**config.mk**
```make
export PLATFORM = sky130hd
export DESIGN_NAME = issue_ctrl
export DESIGN_NICKNAME = d
export VERILOG_FILES = /design/src/rtl/issue_ctrl_pkg.sv /design/src/rtl/issue_scoreboard.sv /design/src/rtl/issue_ctrl.sv
export SDC_FILE = /design/constraint.sdc
export NUM_CORES = 1
export LEC_CHECK = 0
export ABC_AREA = 1
export CAP_MARGIN = 20
export CORE_MARGIN = 1.5
export CORE_UTILIZATION = 55
export DETAILED_ROUTE_END_ITERATION = 6
export PLACE_DENSITY_LB_ADDON = 0.3
export SLEW_MARGIN = 40
export SYNTH_ARGS = -nofsm -noshare
export SYNTH_HDL_FRONTEND = slang
export SYNTH_SLANG_ARGS = --single-unit
```
**constraint.sdc**
```tcl
create_clock -name clk -period 6.9 [get_ports clk]
set_input_delay 0.69 -clock clk [delete_from_list [all_inputs] [get_ports clk]]
set_output_delay 0.69 -clock clk [all_outputs]
set_load 0.005 [all_outputs]
```
**src/rtl/issue_ctrl_pkg.sv**
```systemverilog
// Shared core definitions: decode operation and operand selects, issue classes,
// divider FSM encoding and default functional-unit latencies.
package issue_ctrl_pkg;

  typedef enum logic [3:0] {
    ALU_ADD   = 4'd0,
    ALU_SUB   = 4'd1,
    ALU_SLL   = 4'd2,
    ALU_SLT   = 4'd3,
    ALU_SLTU  = 4'd4,
    ALU_XOR   = 4'd5,
    ALU_SRL   = 4'd6,
    ALU_SRA   = 4'd7,
    ALU_OR    = 4'd8,
    ALU_AND   = 4'd9,
    ALU_COPY1 = 4'd10
  } alu_op_e;

  typedef enum logic [1:0] {
    OPSEL_RS   = 2'd0,
    OPSEL_IMM  = 2'd1,
    OPSEL_PC   = 2'd2,
    OPSEL_ZERO = 2'd3
  } opsel_e;

  typedef enum logic [1:0] {
    CLS_ALU  = 2'd0,
    CLS_LOAD = 2'd1,
    CLS_MUL  = 2'd2,
    CLS_DIV  = 2'd3
  } iclass_e;

  localparam logic [0:0] ST_IDLE = 1'b0;
  localparam logic [0:0] ST_BUSY = 1'b1;

  localparam int DEF_LOAD_LAT = 2;
  localparam int DEF_MUL_LAT  = 3;
  localparam int DEF_DIV_LAT  = 34;
  localparam int DEF_ALU_LAT  = 1;

  localparam int CNT_W  = 6;
  localparam int NREGS  = 32;
  localparam int REG_AW = 5;

  function automatic logic [CNT_W-1:0] class_lat(input logic [1:0] cls,
                                                 input int alu_lat,
                                                 input int load_lat,
                                                 input int mul_lat,
                                                 input int div_lat);
    logic [CNT_W-1:0] lat;
    case (cls)
      CLS_LOAD: lat = CNT_W'(load_lat);
      CLS_MUL:  lat = CNT_W'(mul_lat);
      CLS_DIV:  lat = CNT_W'(div_lat);
      default:  lat = CNT_W'(alu_lat);
    endcase
    return lat;
  endfunction

endpackage

```
**src/rtl/issue_scoreboard.sv**
```systemverilog
// Per-register countdown of cycles until a pending result is written back.
// x0 has no storage; a new issue overrides the countdown of the same entry.
module issue_scoreboard
  import issue_ctrl_pkg::*;
(
  input  logic              clk,
  input  logic              i_rst,
  input  logic              i_set_en,
  input  logic [REG_AW-1:0] i_set_addr,
  input  logic [CNT_W-1:0]  i_set_val,
  input  logic [REG_AW-1:0] i_rs1_addr,
  input  logic [REG_AW-1:0] i_rs2_addr,
  input  logic [REG_AW-1:0] i_rd_addr,
  output logic [CNT_W-1:0]  o_rs1_cnt,
  output logic [CNT_W-1:0]  o_rs2_cnt,
  output logic [CNT_W-1:0]  o_rd_cnt
);

  logic [CNT_W-1:0] w_cnt [NREGS];

  assign w_cnt[0] = '0;

  for (genvar g = 1; g < NREGS; g++) begin : g_ent
    logic [CNT_W-1:0] r_cnt;

    always_ff @(posedge clk or posedge i_rst) begin
      if (i_rst) begin
        r_cnt <= '0;
      end else if (i_set_en && (i_set_addr == REG_AW'(g))) begin
        r_cnt <= i_set_val;
      end else if (r_cnt != '0) begin
        r_cnt <= r_cnt - CNT_W'(1);
      end
    end

    assign w_cnt[g] = r_cnt;
  end

  assign o_rs1_cnt = w_cnt[i_rs1_addr];
  assign o_rs2_cnt = w_cnt[i_rs2_addr];
  assign o_rd_cnt  = w_cnt[i_rd_addr];

endmodule

```
**src/rtl/issue_ctrl.sv**
```systemverilog
// Decode-stage issue control: RAW/WAW/structural/writeback-port hazard stalls,
// fetch flush on taken branches, and the iterative divider occupancy FSM.
module issue_ctrl
  import issue_ctrl_pkg::*;
#(
  parameter int LOAD_LAT = DEF_LOAD_LAT,
  parameter int MUL_LAT  = DEF_MUL_LAT,
  parameter int DIV_LAT  = DEF_DIV_LAT,
  parameter int ALU_LAT  = DEF_ALU_LAT
) (
  input  logic              clk,
  input  logic              reset,
  input  logic              id_valid,
  input  logic [1:0]        id_class,
  input  logic [REG_AW-1:0] id_rs1_addr,
  input  logic              id_rs1_used,
  input  logic [REG_AW-1:0] id_rs2_addr,
  input  logic              id_rs2_used,
  input  logic [REG_AW-1:0] id_rd_addr,
  input  logic              id_rf_w_en,
  input  logic              id_branch_taken,
  output logic              stall_decode,
  output logic              flush_fetch,
  output logic              div_start,
  output logic              div_busy
);

  logic [CNT_W-1:0] w_lat;
  logic [CNT_W-1:0] w_rs1_cnt;
  logic [CNT_W-1:0] w_rs2_cnt;
  logic [CNT_W-1:0] w_rd_cnt;
  logic             w_rd_nz;
  logic             w_is_div;
  logic             w_raw;
  logic             w_waw;
  logic             w_struct;
  logic             w_wb;
  logic             w_issue;
  logic             w_set_en;
  logic             w_div_go;

  logic [0:0]       r_state;
  logic [CNT_W-1:0] r_div_cnt;
  logic             r_div_start;

  assign w_lat    = class_lat(id_class, ALU_LAT, LOAD_LAT, MUL_LAT, DIV_LAT);
  assign w_rd_nz  = (id_rd_addr != '0);
  assign w_is_div = (id_class == CLS_DIV);

  issue_scoreboard u_sb (
    .clk        (clk),
    .i_rst      (reset),
    .i_set_en   (w_set_en),
    .i_set_addr (id_rd_addr),
    .i_set_val  (w_lat),
    .i_rs1_addr (id_rs1_addr),
    .i_rs2_addr (id_rs2_addr),
    .i_rd_addr  (id_rd_addr),
    .o_rs1_cnt  (w_rs1_cnt),
    .o_rs2_cnt  (w_rs2_cnt),
    .o_rd_cnt   (w_rd_cnt)
  );

  assign w_raw = (id_rs1_used && (w_rs1_cnt != '0)) ||
                 (id_rs2_used && (w_rs2_cnt != '0));

  assign w_waw = id_rf_w_en && w_rd_nz && (w_rd_cnt > w_lat);

  // The divider frees up on the edge where div_cnt goes 1->0, so a waiting
  // DIV is accepted in that same cycle.
  assign w_struct = w_is_div && (r_state == ST_BUSY) && (r_div_cnt != CNT_W'(1));

  // A non-DIV result landing on the same edge as the divide result would
  // need a second register-file write port.
  assign w_wb = id_rf_w_en && !w_is_div && (r_state == ST_BUSY) &&
                (r_div_cnt == (w_lat + CNT_W'(1)));

  assign stall_decode = id_valid && (w_raw || w_waw || w_struct || w_wb);
  assign w_issue      = id_valid && !stall_decode;
  assign flush_fetch  = w_issue && id_branch_taken;
  assign w_set_en     = w_issue && id_rf_w_en && w_rd_nz;
  assign w_div_go     = w_issue && w_is_div;

  always_ff @(posedge clk or posedge reset) begin
    if (reset) begin
      r_state     <= ST_IDLE;
      r_div_cnt   <= '0;
      r_div_start <= 1'b0;
    end else begin
      r_div_start <= w_div_go;
      if (w_div_go) begin
        r_state   <= ST_BUSY;
        r_div_cnt <= CNT_W'(DIV_LAT);
      end else if (r_state == ST_BUSY) begin
        r_div_cnt <= r_div_cnt - CNT_W'(1);
        if (r_div_cnt == CNT_W'(1)) begin
          r_state <= ST_IDLE;
        end
      end
    end
  end

  assign div_start = r_div_start;
  assign div_busy  = (r_state == ST_BUSY);

  a_start_busy: assert property (@(posedge clk) disable iff (reset) div_start |-> div_busy);

endmodule
```
==> flow_summary.ini, run 1 <==
[detailed_routing]
wl_met2_um = 20900
viasPerCell = 5.88
dr.pass1.iters = 7
wl_per_cell_um = 17.9
final_antenna_net_count = 0
wirelength_um = 47800
drc = 10
met3_length_um = 5400
met1_length_um = 18800
top_layer = met4
first_iter_violations = 2026
dr_total_vias = 15700

[synthesis]
synth_warnings = 0
postSynthAreaPerCell_um2 = 6.51
async_flop_share = 1.00
synth_edf_count = 0
synthesis.area_mm2 = 0.0150
synth-main-ff-cell = dfrtp_1
syn_inst = 2309
ys_ff_latch = 194
seq_area_frac_synth = 0.323
synth_nets = 2369
synth.distinct_cells = 46

[outcome]
status = complete, but fails checks
violations = DRC

[power_and_ir_drop]
vdd_drop_max_uv = 260
p_per_area_mw_per_mm2 = 419
p_leak_nw = 8.69

[cells_and_area]
diodes = 0
nNetsFinal = 2372
area_delta_synth_final_pct = 7.97
final_cells = 2666
stdcell_area_mm2 = 0.0162
drive_gt1_frac = 0.0473
post-route-util = 0.604

[floorplan]
io_pins = 28
die_h_um = 168
dieWidth_um = 168
start_util = 0.559
die_area_mm2 = 0.0283
core_area_mm2 = 0.0269
num_rows = 60

[timing]
worst_pin_slew_ps = 808
hold_viol = 0
rsz0062_at_grt = no
fin_crit_ps = 5600
finalSetupViolations = 0
maxSlewViolCount = 0
fmax_ghz = 0.179
relSlewSlack = 0.457
final.setup_skew_ps = 18.0
tns_ps = 0
final.period_utilization = 0.811

[grt]
antenna_found_initial = 0
grt-ovfl-total = 0
grt_max_degree = 76
grt_pass1_wl_um = 76500
grt_pass1_vias = 14800
grt_usage = 0.345

[cts]
cts_setup_buffers = 0
clk_path_buf_depth = 2
ctsHoldBuffers = 0
clock_latency_ps = 470
cts.sinks = 194
htreeDepth = 4
cts_tree = built
numCtsBuffers = 17
cts_root_buf = clkbuf_16
cts.clk_slew.worst_paths_ps = 70
cts_resized = 0

[worst_hold_path]
hold_path.class = flip-flop to flip-flop

[critical_path]
cp_max_fo = 26
worstPathRequired_ps = 6210
arrival_ps = 4910
critical_path_class = input pin to output port
cp-start-kind = input pin
crit_path_end_kind = output port

[place]
post_dp_cell_area_mm2 = 0.0156
place_congestion = 1.01
dp_cells = 2633
dp_hpwl_um = 33500
portBuffers = 27

[job]
cap_violations = 0
## where the power goes
group	leakage (nW)	switching (mW)	internal, mW
clock	0.277	0.494	0.526
sequential	2.32	0.607	1.72
combinational	6.10	2.19	1.26
total	8.69	3.29	3.51
## routing by layer
| metal | global-route usage | vias to the layer above |
|---|---|---|
| li1 | - | 7423 |
| met1 | 0.445 | 7160 |
| met2 | 0.535 | 897 |
| met3 | 0.0769 | 191 |
| met4 | 0.198 | 0 |
| met5 | 0 | - |
## area by class of cell
cell class	instances	area, um2
fill	2477	10700
multi-input combinational	1660	8380
sequential	194	4850
inverter	385	1460
timing repair buffer	54	529
clock buffer	20	457
tap	341	427
clock inverter	12	124
## metrics by stage
| step | hold slack (ps) | worst slack, ps | power (mW) |
|---|---|---|---|
| 5_1_grt | 570 | 1040 | 7.45 |
| 2_1_floorplan | 499 | 926 | 4.80 |
| 4_1_cts | 544 | 1400 | 6.71 |
| 6_report | 543 | 1300 | 6.80 |
| 3_5_place_dp | 517 | 1340 | 5.66 |
| 3_3_place_gp | 522 | 1370 | 5.53 |
## state kept, by name (all words and copies together), names as in the netlist
name	flops
div_busy	1
div_start	1
r_div_cnt	6
u_sb.g_ent.r_cnt	186
## worst paths after layout
kind                            slack, ps                 endpoint  depth (start not counted)               startpoint
max in group asynchronous            5210  u_sb.g_ent[20].r_cnt[5]                          3                    reset
worst max register to register       3280  u_sb.g_ent[25].r_cnt[1]                         19  u_sb.g_ent[19].r_cnt[1]
worst min register to register        540             r_div_cnt[1]                          2             r_div_cnt[1]
worst max-delay path                 1300              flush_fetch                         18            id_rd_addr[0]
worst min-delay path                  540             r_div_cnt[1]                          2             r_div_cnt[1]
min in group asynchronous             640  u_sb.g_ent[18].r_cnt[4]                          2                    reset
## worst max-delay path: stages
cell             delay (ps)
clkdlybuf4s50_1         810
inv_4                   210
nand2_2                 610
o22ai_1                 190
o21ai_0                 350
nand4_1                 160
nor2_1                  110
a41oi_1                  60
ha_1                    330
inv_1                    60
nor2_1                   30
o31ai_1                 190
nand2_1                  80
nand2_1                  70
nand3_2                 140
nor2_4                  140
and3_1                  160
clkdlybuf4s50_1         500
## synthesized netlist by cell type, types with 5 or more instances
| library cell | n | share of area |
|---|---|---|
| nand4_4 | 20 | 0.028 |
| o22ai_1 | 28 | 0.012 |
| nand3_1 | 123 | 0.041 |
| dfrtp_1 | 194 | 0.32 |
| o21ai_0 | 114 | 0.038 |
| buf_1 | 8 | 0.0020 |
| nand4_1 | 121 | 0.050 |
| nor2_1 | 242 | 0.060 |
| a22oi_1 | 9 | 0.0045 |
| nand4_2 | 8 | 0.0067 |
| buf_4 | 5 | 0.0025 |
| clkinv_1 | 7 | 0.0017 |
| o221ai_1 | 5 | 0.0029 |
| inv_1 | 372 | 0.093 |
| inv_2 | 5 | 0.0012 |
| clkbuf_1 | 34 | 0.0085 |
| buf_2 | 15 | 0.0050 |
| a21oi_1 | 96 | 0.032 |
| nand2_1 | 703 | 0.18 |
| xor2_1 | 69 | 0.040 |
| ha_1 | 36 | 0.030 |
| nor3_1 | 45 | 0.015 |
| buf_6 | 8 | 0.0060 |
## placed cells by master, fill, tap and decap left out, types with 4 or more instances in the layout
master           instances
nand2_1                703
nor2_2                   5
nor3_1                  45
ha_1                    36
o21ai_1                  4
buf_12                   4
clkbuf_16               17
clkinv_1                 7
o22ai_1                 28
nand4_2                  8
clkdlybuf4s50_1         26
a22oi_1                  9
buf_4                   20
o21ai_0                114
nand4_4                 20
nand3b_1                 4
dfrtp_1                194
nor2_1                 240
inv_1                  370
or2_2                    4
nand4_1                121
nand3_1                123
o221ai_1                 5
xor2_1                  69
inv_2                    5
a21oi_1                 96
## logic make-up after synthesis
family,share of synthesized area
and+or+nand+nor,0.388
buffers and inverters,0.120
AOI/OAI and AO/OA,0.0978
DFF,0.323
xor gates and xnor gates,0.0402
adders and majority gates,0.0300
muxes,0.000666
(Power assumes the default switching activity.)
==> run 2, diff against run 1 <==
==> constraint.sdc (replaced) <==
create_clock -name clk -period 5.3 [get_ports clk]
set_input_delay 0.53 -clock clk [delete_from_list [all_inputs] [get_ports clk]]
set_output_delay 0.53 -clock clk [all_outputs]
set_load 0.005 [all_outputs]
==> flow_summary.ini, run 2 (synthesis results as in run 1) <==
[detailed_routing]
dr_total_vias = 15700
dr.pass1.iters = 7
wl_per_cell_um = 18.4
viasPerCell = 5.89
drc = 0
first_iter_violations = 2034
wirelength_um = 49200
final_antenna_net_count = 0

[timing]
final.period_utilization = 0.962
maxSlewViolCount = 0
tns_ps = 0
relSlewSlack = 0.412
finalSetupViolations = 0
fin_crit_ps = 5100
rsz0062_at_grt = no
hold_viol = 0
fmax_ghz = 0.196
worst_pin_slew_ps = 881
final.setup_skew_ps = 19.0

[floorplan]
die_area_mm2 = 0.0283
dieWidth_um = 168
core_area_mm2 = 0.0269
start_util = 0.559
die_h_um = 168
io_pins = 28
num_rows = 60

[cells_and_area]
stdcell_area_mm2 = 0.0163
final_common_cell = nand2_1
fill_cells = 2537
multiInputGateArea_mm2 = 0.00838
final_cells = 2672
final_cell_mix = 703 x nand2_1, 370 x inv_1, 241 x nor2_1
area_delta_synth_final_pct = 8.29
post-route-util = 0.606
diodes = 0
reg_top3 = u_sb.g_ent.r_cnt (186), r_div_cnt (6)
largest_register_ffs = 186
drive_gt1_frac = 0.0502
nNetsFinal = 2379
regMostFlops = u_sb.g_ent.r_cnt
register_area_mm2 = 0.00485

[critical_path]
cp_max_fo = 19
cp-start-kind = input pin
rr_startpoint = u_sb.g_ent[14].r_cnt[0]
crit_start = id_rd_addr[0]
critical_path_class = input pin to output port
rrSetupSlack_ps = 1440
arrival_ps = 4570
worstPathRequired_ps = 4770
crit_path_end_kind = output port

[place]
post_dp_cell_area_mm2 = 0.0157
dp_cells = 2641
portBuffers = 27
dp_hpwl_um = 35400
place_congestion = 1.01

[grt]
grt_usage = 0.352
grt-ovfl-total = 0
grt_pass1_vias = 14300
grt_max_degree = 97
antenna_found_initial = 1
grt_pass1_wl_um = 77800

[power_and_ir_drop]
p_per_area_mw_per_mm2 = 549
p_leak_nw = 8.72
vdd_drop_max_uv = 343

[cts]
cts.clk_slew.worst_paths_ps = 80
clk_path_buf_depth = 2
cts_tree = built
numCtsBuffers = 17
cts.sinks = 194
cts_setup_buffers = 0
cts_resized = 0
htreeDepth = 4
cts_root_buf = clkbuf_16
clock_latency_ps = 470
ctsHoldBuffers = 0

[worst_hold_path]
hold_path.class = input pin to asynchronous set/reset pin

[job]
cap_violations = 0

[outcome]
status = completed
==> run 2: changes by cell type in the layout (fill, tap and decap cells not counted), sizes merged <==
cell	delta
inv	+1
bufinv	+1
clkinv	-2
clkbuf	-1
buf	+7
==> run 2: routing by layer <==
layer	vias to the layer above	part of all wire	routed length [um]	GRT usage
li1	7436	-	-	-
met1	7298	0.42	20500	0.489
met2	861	0.44	21800	0.549
met3	139	0.10	4990	0.0569
met4	2	0.040	1960	0.143
met5	-	0.00018	9	0
==> run 2: final cells by class <==
| cell class | count | area share |
|---|---|---|
| clock inverters | 12 | 0.00892 |
| inverters | 385 | 0.0894 |
| clock buffers | 19 | 0.0272 |
| flip-flops and latches | 194 | 0.298 |
| multi-input cells | 1660 | 0.515 |
| repair buffers | 61 | 0.0351 |
| well taps | 341 | 0.0262 |
==> run 2: worst max-delay path: stages <==
cell and delay, ps:
clkdlybuf4s50_1 680, nor2_2 230, clkinv_1 550, o22ai_1 380, o21ai_0 130, nand4_1 160, nor2_1 60, a41oi_1 210
ha_1 280, inv_1 60, nor2_1 30, o31ai_1 180, nand2_1 70, nand2_1 70, nand3_2 140, nor2_4 130
and3_1 160, clkdlybuf4s50_1 500
==> run 2: power by group <==
group          switching (mW)  internal, mW  leakage [nW]
clock                   0.650         0.718         0.282
combinational            2.87          1.64          6.13
sequential              0.819          2.24          2.32
==> run 2: worst paths after layout <==
kind / to / depth (start not counted)
min reg2reg: u_sb.g_ent[7].r_cnt[3] / 3
max reg2reg: u_sb.g_ent[26].r_cnt[5] / 16
max: flush_fetch / 18
min in group clk: u_sb.g_ent[7].r_cnt[3] / 3
max in group asynchronous: u_sb.g_ent[21].r_cnt[3] / 3
min: u_sb.g_ent[16].r_cnt[2] / 2
==> run 2: through the flow <==
stage / hold slack, ps / total power [mW] / setup slack (ps)
after global routing: 521 / 9.77 / 45.5
after CTS: 483 / 8.84 / 302
after global placement: 528 / 7.28 / 243
after floorplan: 499 / 6.25 / 1230
after detailed placement: 541 / 7.44 / -4.05
final: 461 / 8.94 / 201
